--- src/rtl/sequence_builder.sv ---
// Genius colour sequence builder: turns LFSR words into one-hot colours and
// appends them to a small memory. Runs of three equal colours are rejected.
module sequence_builder #(
  parameter int DEPTH     = 16,
  parameter int ADDR_W    = 4,
  parameter int MAX_RETRY = 8
) (
  input  logic              clock,
  input  logic              reset,
  input  logic [3:0]        rnd,
  input  logic              clear,
  input  logic              append,
  output logic              busy,
  output logic              append_done,
  output logic              overflow,
  output logic [ADDR_W:0]   length,
  output logic              full,
  input  logic [ADDR_W-1:0] rd_addr,
  output logic [3:0]        rd_data
);

  localparam int RETRY_W = $clog2(MAX_RETRY + 1);

  typedef enum logic [1:0] {IDLE, SAMPLE, DONE} state_t;

  state_t             state;
  logic [3:0]         mem [DEPTH];
  logic [1:0]         last_idx;
  logic [1:0]         run_cnt;
  logic [RETRY_W-1:0] retry_cnt;

  logic [1:0] cand_idx;
  logic [1:0] wr_idx;
  logic [1:0] next_run;
  logic       reject;
  logic       force_sub;
  logic       wr_en;

  function automatic logic [3:0] onehot(input logic [1:0] idx);
    return 4'b0001 << idx;
  endfunction

  assign full = (length == (ADDR_W+1)'(DEPTH));

  // Candidate evaluation; the substitute colour always differs from the last one.
  always_comb begin
    cand_idx  = rnd[1:0];
    reject    = (length >= (ADDR_W+1)'(2)) && (run_cnt == 2'd2) && (cand_idx == last_idx);
    force_sub = (retry_cnt == RETRY_W'(MAX_RETRY));
    wr_idx    = force_sub ? (last_idx + 2'd1) : cand_idx;
    wr_en     = (state == SAMPLE) && !clear && (force_sub || !reject);
    next_run  = ((length != '0) && (wr_idx == last_idx)) ? 2'd2 : 2'd1;
  end

  always_ff @(posedge clock or negedge reset) begin
    if (!reset) begin
      state       <= IDLE;
      length      <= '0;
      busy        <= 1'b0;
      append_done <= 1'b0;
      overflow    <= 1'b0;
      retry_cnt   <= '0;
      run_cnt     <= '0;
      last_idx    <= '0;
    end else begin
      append_done <= 1'b0;
      overflow    <= 1'b0;
      if (clear) begin
        state     <= IDLE;
        length    <= '0;
        run_cnt   <= '0;
        retry_cnt <= '0;
        busy      <= 1'b0;
      end else begin
        case (state)
          IDLE: begin
            if (append && full) begin
              overflow <= 1'b1;
            end else if (append) begin
              state <= SAMPLE;
              busy  <= 1'b1;
            end
          end
          SAMPLE: begin
            if (wr_en) begin
              length      <= length + 1'b1;
              last_idx    <= wr_idx;
              run_cnt     <= next_run;
              append_done <= 1'b1;
              state       <= DONE;
            end else begin
              retry_cnt <= retry_cnt + 1'b1;
            end
          end
          DONE: begin
            retry_cnt <= '0;
            busy      <= 1'b0;
            state     <= IDLE;
          end
          default: state <= IDLE;
        endcase
      end
    end
  end

  // Sequence storage carries no reset; entries beyond length are masked on read.
  always_ff @(posedge clock) begin
    if (wr_en) mem[length[ADDR_W-1:0]] <= onehot(wr_idx);
  end

  // Read stage: compares against length as it stood before this edge.
  always_ff @(posedge clock or negedge reset) begin
    if (!reset) rd_data <= 4'b0000;
    else        rd_data <= ({1'b0, rd_addr} < length) ? mem[rd_addr] : 4'b0000;
  end

endmodule

--- config.mk ---
export PLATFORM = sky130hd
export DESIGN_NAME = sequence_builder
export DESIGN_NICKNAME = d
export VERILOG_FILES = /design/src/rtl/sequence_builder.sv
export SDC_FILE = /design/constraint.sdc
export NUM_CORES = 1
export LEC_CHECK = 0
export ABC_AREA = 1
export CORE_MARGIN = 10
export CORE_UTILIZATION = 53
export DETAILED_ROUTE_END_ITERATION = 8
export MAX_ROUTING_LAYER = met4
export PLACE_DENSITY_LB_ADDON = 0.1
export SYNTH_ARGS = -nofsm -noshare
export SYNTH_HDL_FRONTEND = slang
export SYNTH_SLANG_ARGS = --single-unit
--- constraint.sdc ---
create_clock -name clock -period 1.9 [get_ports clock]
set_input_delay 0.285 -clock clock [delete_from_list [all_inputs] [get_ports clock]]
set_output_delay 0.285 -clock clock [all_outputs]
set_load 0.01 [all_outputs]
# --- Yosys cells after proc, flatten, opt, wreduce, memory -nomap -nowiden ---
# Memory sizes are Yosys's and may differ from the RTL's.
# Index checks and enable logic that the tools add are counted.
totals:
  register_bits: 22
  ramBits: 64
  in_bits: 12
  elab_cells: 76
  n_memories: 1
classes:
  n_addsub: 3
  magnitude_cmp: 2
  n_eq_ne: 11
  shift: 1
  muxes: 28
  bitwise_logic: 1
  n_reduce_logical: 20
memory_table:
  columns: ["memory", "words", "width", "rd", "rd_ports_with_merged_regs", "write_ports", "line_no", "text"]
  rows:
  - ["mem", 16, 4, 1, 0, 1, "27", "logic [3:0] mem [DEPTH];"]
ops:
  columns: ["operator", "n"]
  rows:
  - ["2-to-1 mux 2 bit", 9]
  - ["2-to-1 mux 5 bit", 3]
  - ["2-to-1 mux 4 bit", 3]
  - ["inequality test 3 bit, second input constant", 4]
  - ["2-to-1 mux 1 bit", 10]
  - ["AND reduction 3 bit", 3]
  - ["case mux 4 bit (2 select lines)", 1]
  - ["logical AND 1 bit", 6]
  - ["nonzero test 3 bit", 2]
  - ["adder 5 x 1 -> 5 bit, second input constant", 1]
  - ["== test 5 bit, second input constant", 1]
  - ["greater-or-equal comparator 5 x 2 -> 1 bit, second input constant", 1]
  - ["less-than comparator 4 x 5 -> 1 bit", 1]
  - ["nonzero test 5 bit", 1]
  - ["adder 4 x 1 -> 4 bit, second input constant", 1]
  - ["== test 2 bit", 2]
  - ["== test 2 bit, second input constant", 2]
  - ["== test 4 bit, second input constant", 1]
  - ["case mux 2 bit (2 select lines)", 1]
  - ["AND reduction 2 bit", 2]
  - ["nonzero test 2 bit", 2]
  - ["<< shifter 1 x 2 -> 4 bit, first input constant", 1]
  - ["adder 2 x 1 -> 2 bit, second input constant", 1]
  - ["== test 2 x 1 -> 1 bit, second input constant", 1]
  - ["other kinds (5)", 6]

# --- Depth between registers and ports, before layout ---
depth:
  word_depth: 9
  mapped_depth: 11

# --- Worst setup path after synthesis ---
# OpenSTA, ideal clock, no wires.
synth_path:
  path_type: "register -> register"
  from: "register length[0]"
  to: "memory mem[10][0] (enable)"
  arrival_time_ps: 1716
  required_ps: 1539
  path_slack_ps: -178
  path_stages_with_launch: 11
  path_buffers: 1
  period_less_slack_ps: 2078
  cell_sequence: "dfrtp_1 inv_1 ha_1 inv_1 nand3_1 nand2_1 inv_2 nand2_4 nand2_8 buf_8 nor3_1"
synth_between:
  elab_chain_cells: 8
synth_rtl:
  columns: ["item", "line_no", "text"]
  rows:
  - ["start: declaration", "16", "output logic [ADDR_W:0] length,"]
  - ["start signal: assignment", "86", "length <= length + 1'b1;"]
  - ["greater-or-equal comparator 5 x 2 -> 1 bit", "48", "reject = (length >= (ADDR_W+1)'(2)) && (run_cnt == 2'd2) && (cand_idx == last_idx);"]
  - ["logical AND 1 bit (2 in a row)", "48", null]
  - ["logical NOT 1 bit", "51", "wr_en = (state == SAMPLE) && !clear && (force_sub || !reject);"]
  - ["logical OR 1 bit", "51", null]
  - ["logical AND 1 bit", "51", null]
  - ["2-to-1 mux 1 bit", "108", "if (wr_en) mem[length[ADDR_W-1:0]] <= onehot(wr_idx);"]
  - ["2-to-1 mux 1 bit (not written as such)", "108", null]
  - ["end: declaration", "27", null]
# Parallel ways exist; a longest one is shown, timed or not.

# --- Worst setup path in the final report ---
layout_path:
  from: "register length[1]"
  to: "memory mem[1][2] (enable)"
# The elaborated chain is that of the path after synthesis.

==> metrics.yaml <==
critical_path_class: "flip-flop to flip-flop"
hold_viol_final: 0
period_share_pct: 97.7
worst_pin_slew_ps: 425
antenna_found_initial: 0
path_delay_family: "simple AND/OR/NAND/NOR gates"
rsz0062_at_grt: "yes"
worst_path_largest_cell_delay_ps: 440
grt_max_degree: 23
start_util_pct: 54.0
totalWireLength_um: 8940
place_congestion: 0.860
drt_first_pass_iters: 4
die-height_um: 108
crit_required_ps: 1940
io_pins: 25
cap_viol_max_count: 0
synth_edf_count: 64
clk_pin_slew_ps: 90
clock_latency_ps: 360
root_buffer: "clkbuf_8"
ys_seq_elements: 86
synthCells: 420
wire_per_inst_um: 15.5
core.rowCount: 32
numCtsBuffers: 9
cts_buffer_depth: 2
fin_util_pct: 65.8
setup_viol: 0
p_leak_nw: 2.28
syn_area_um2: 4130
final_layout_size_suffix_gt1_share_pct: 19.1
first_global_vias: 2928
yosysUniqueCellTypes: 28
path_cells: "buf_4, nor2_1, nand3_1, nand2_1, inv_2, nand2_4, nand2_8, nor3_2"
yosys_warnings: 0
dieArea_um2: 11700
hp-class: "primary input to asynchronous set/reset pin"
slowest_stage: "dfrtp_1"
peakVddDrop_mv: 0.466
synth_top_area_share_pct: 46.6
drt_iter0_markers: 196
finalCriticalPeriod_ps: 1860
cts_sinks: 86
vias_per_cell: 5.11
diodes: 0
cts-htree-levels: 3
critPathBufInv: 2
crit_fanout: 10
syn2layout_area_growth_pct: 21.9
p_per_area_nw_per_um2: 741
totalPowerFinal_mw: 3.73
coreArea_um2: 7650
place_area_um2: 4770
ant_nets: 0
relSlewSlack_pct: 71.6
synth_fp_nets: 441
finClkSkew_ps: 11.9
synthArstFlopShare_pct: 25.6
post-route-cell-area_um2: 5030
grt_usage_pct: 16.7
synth_top_flop_cell: "edfxtp_1"
ys_seq_area_share_pct: 59.9
status: "finished, final reports clean"
finalMaxSlewViolations: 0
startpoint_type: "flip-flop"
fmax_mhz: 539
final_nets: 492
yosysMostFrequentCell: "nand2_1"
vias: 2952
cts_tree: "done"
synth_common_cells: "nand2_1, edfxtp_1, inv_1, nand3_1, nor2_1"
ctsHoldBuffers: 0
gr-total-overflow: 0
netlist_top_cells_area: "edfxtp_1, dfrtp_1, nand2_1"
synth_top_area_cell: "edfxtp_1"
grt_pass1_wl_um: 14600
hpwl_um: 6310
dieWidth_um: 108
worstPathArrival_ps: 1890
syn_avg_cell_area_um2: 9.82
cp-end-kind: "flip-flop"
drc: 0
port_buffers: 22
-- final timing paths --
kind / start / to / slack (ps) / depth (start not counted)
max reg2reg: length[1] / mem[1][2] / 40 / 8
min in group clock: append / overflow / 490 / 3
min reg2reg: run_cnt[1] / run_cnt[1] / 530 / 2
max: length[1] / mem[1][2] / 40 / 8
max in group asynchronous: reset / length[0] / 1380 / 2
min: reset / rd_data[0] / 270 / 2
-- cell families after synthesis --
kind of cell	count (synthesis)	synth area share [%]
adders and majority gates	9	2.73
AOI/OAI and AO/OA	19	2.55
and+or+nand+nor	228	25.4
DFF	86	59.9
buffers and inverters	72	7.91
xor gates and xnor gates	6	1.46
-- metal layers --
layer | GRT usage, % | vias to the layer above | share of wire [%]
li1 | - | 1489 | -
met2 | 26.5 | 63 | 50
met1 | 20.9 | 1386 | 44
met5 | - | - | 0
met4 | 4.68 | 0 | 1.4
met3 | 4.10 | 14 | 4.2
-- sequential cells by signal (all words and copies together), names as in the netlist --
signal,flops
state,2
length,5
rd_data,4
append_done,1
retry_cnt,4
run_cnt,2
last_idx,2
mem,64
busy,1
overflow,1
-- area by class of cell --
cell class / count / area [µm²]
clock buffer: 11 / 153
multi-input combinational: 263 / 1480
sequential: 86 / 2470
clock inverter: 5 / 40.0
timing repair buffer: 55 / 538
fill: 606 / 2620
tap: 102 / 128
inverter: 56 / 214
-- per-stage QoR --
step | setup TNS, ps | cells | hold WS [ps] | setup slack, ps
after floorplan | -762 | 420 | -10.6 | -25.1
after global placement | -662 | 558 | 486 | -42.4
after detailed placement | -1990 | 558 | 494 | -83.6
after CTS | 0 | 574 | 278 | 21.4
after global routing | -724 | 578 | 281 | -58.0
final | 0 | 578 | 271 | 43.9
-- cells in the final DEF, fill, tap and decap left out, types with 2 or more instances in the layout --
master	instances
a21oi_1	4
buf_12	6
buf_4	27
clkbuf_8	9
clkdlybuf4s50_1	21
clkinv_4	2
clkinvlp_4	2
dfrtp_1	21
edfxtp_1	64
ha_1	8
inv_1	49
inv_2	6
nand2_1	111
nand2_4	2
nand3_1	53
nand3_2	2
nand4_1	8
nor2_1	25
nor2_4	2
nor3_2	3
nor3_4	11
o211ai_1	3
o21ai_0	9
o21ai_1	2
or2_2	9
xor2_1	5
-- worst reg2reg max path, stage by stage (launching register included) --
cell	delay, ps
dfrtp_1	440
buf_4	160
nor2_1	100
nand3_1	110
nand2_1	110
inv_2	70
nand2_4	120
nand2_8	130
nor3_2	300
-- repair_timing --
| action | 4_1_cts | 5_1_grt |
|---|---|---|
| cloned | 0 | 1 |
| gates resized for setup | 5 | 7 |
| pin swaps | 0 | 1 |
| setup endpoints to repair | 4 | 50 |
| setup buffers | 0 | 3 |
-- power by group --
part           internal (mW)  total, mW  switching [mW]
clock                  0.565       1.23           0.664
combinational          0.173      0.427           0.254
sequential              2.05       2.07          0.0220
No activity file was read; power rests on OpenSTA's default activity.
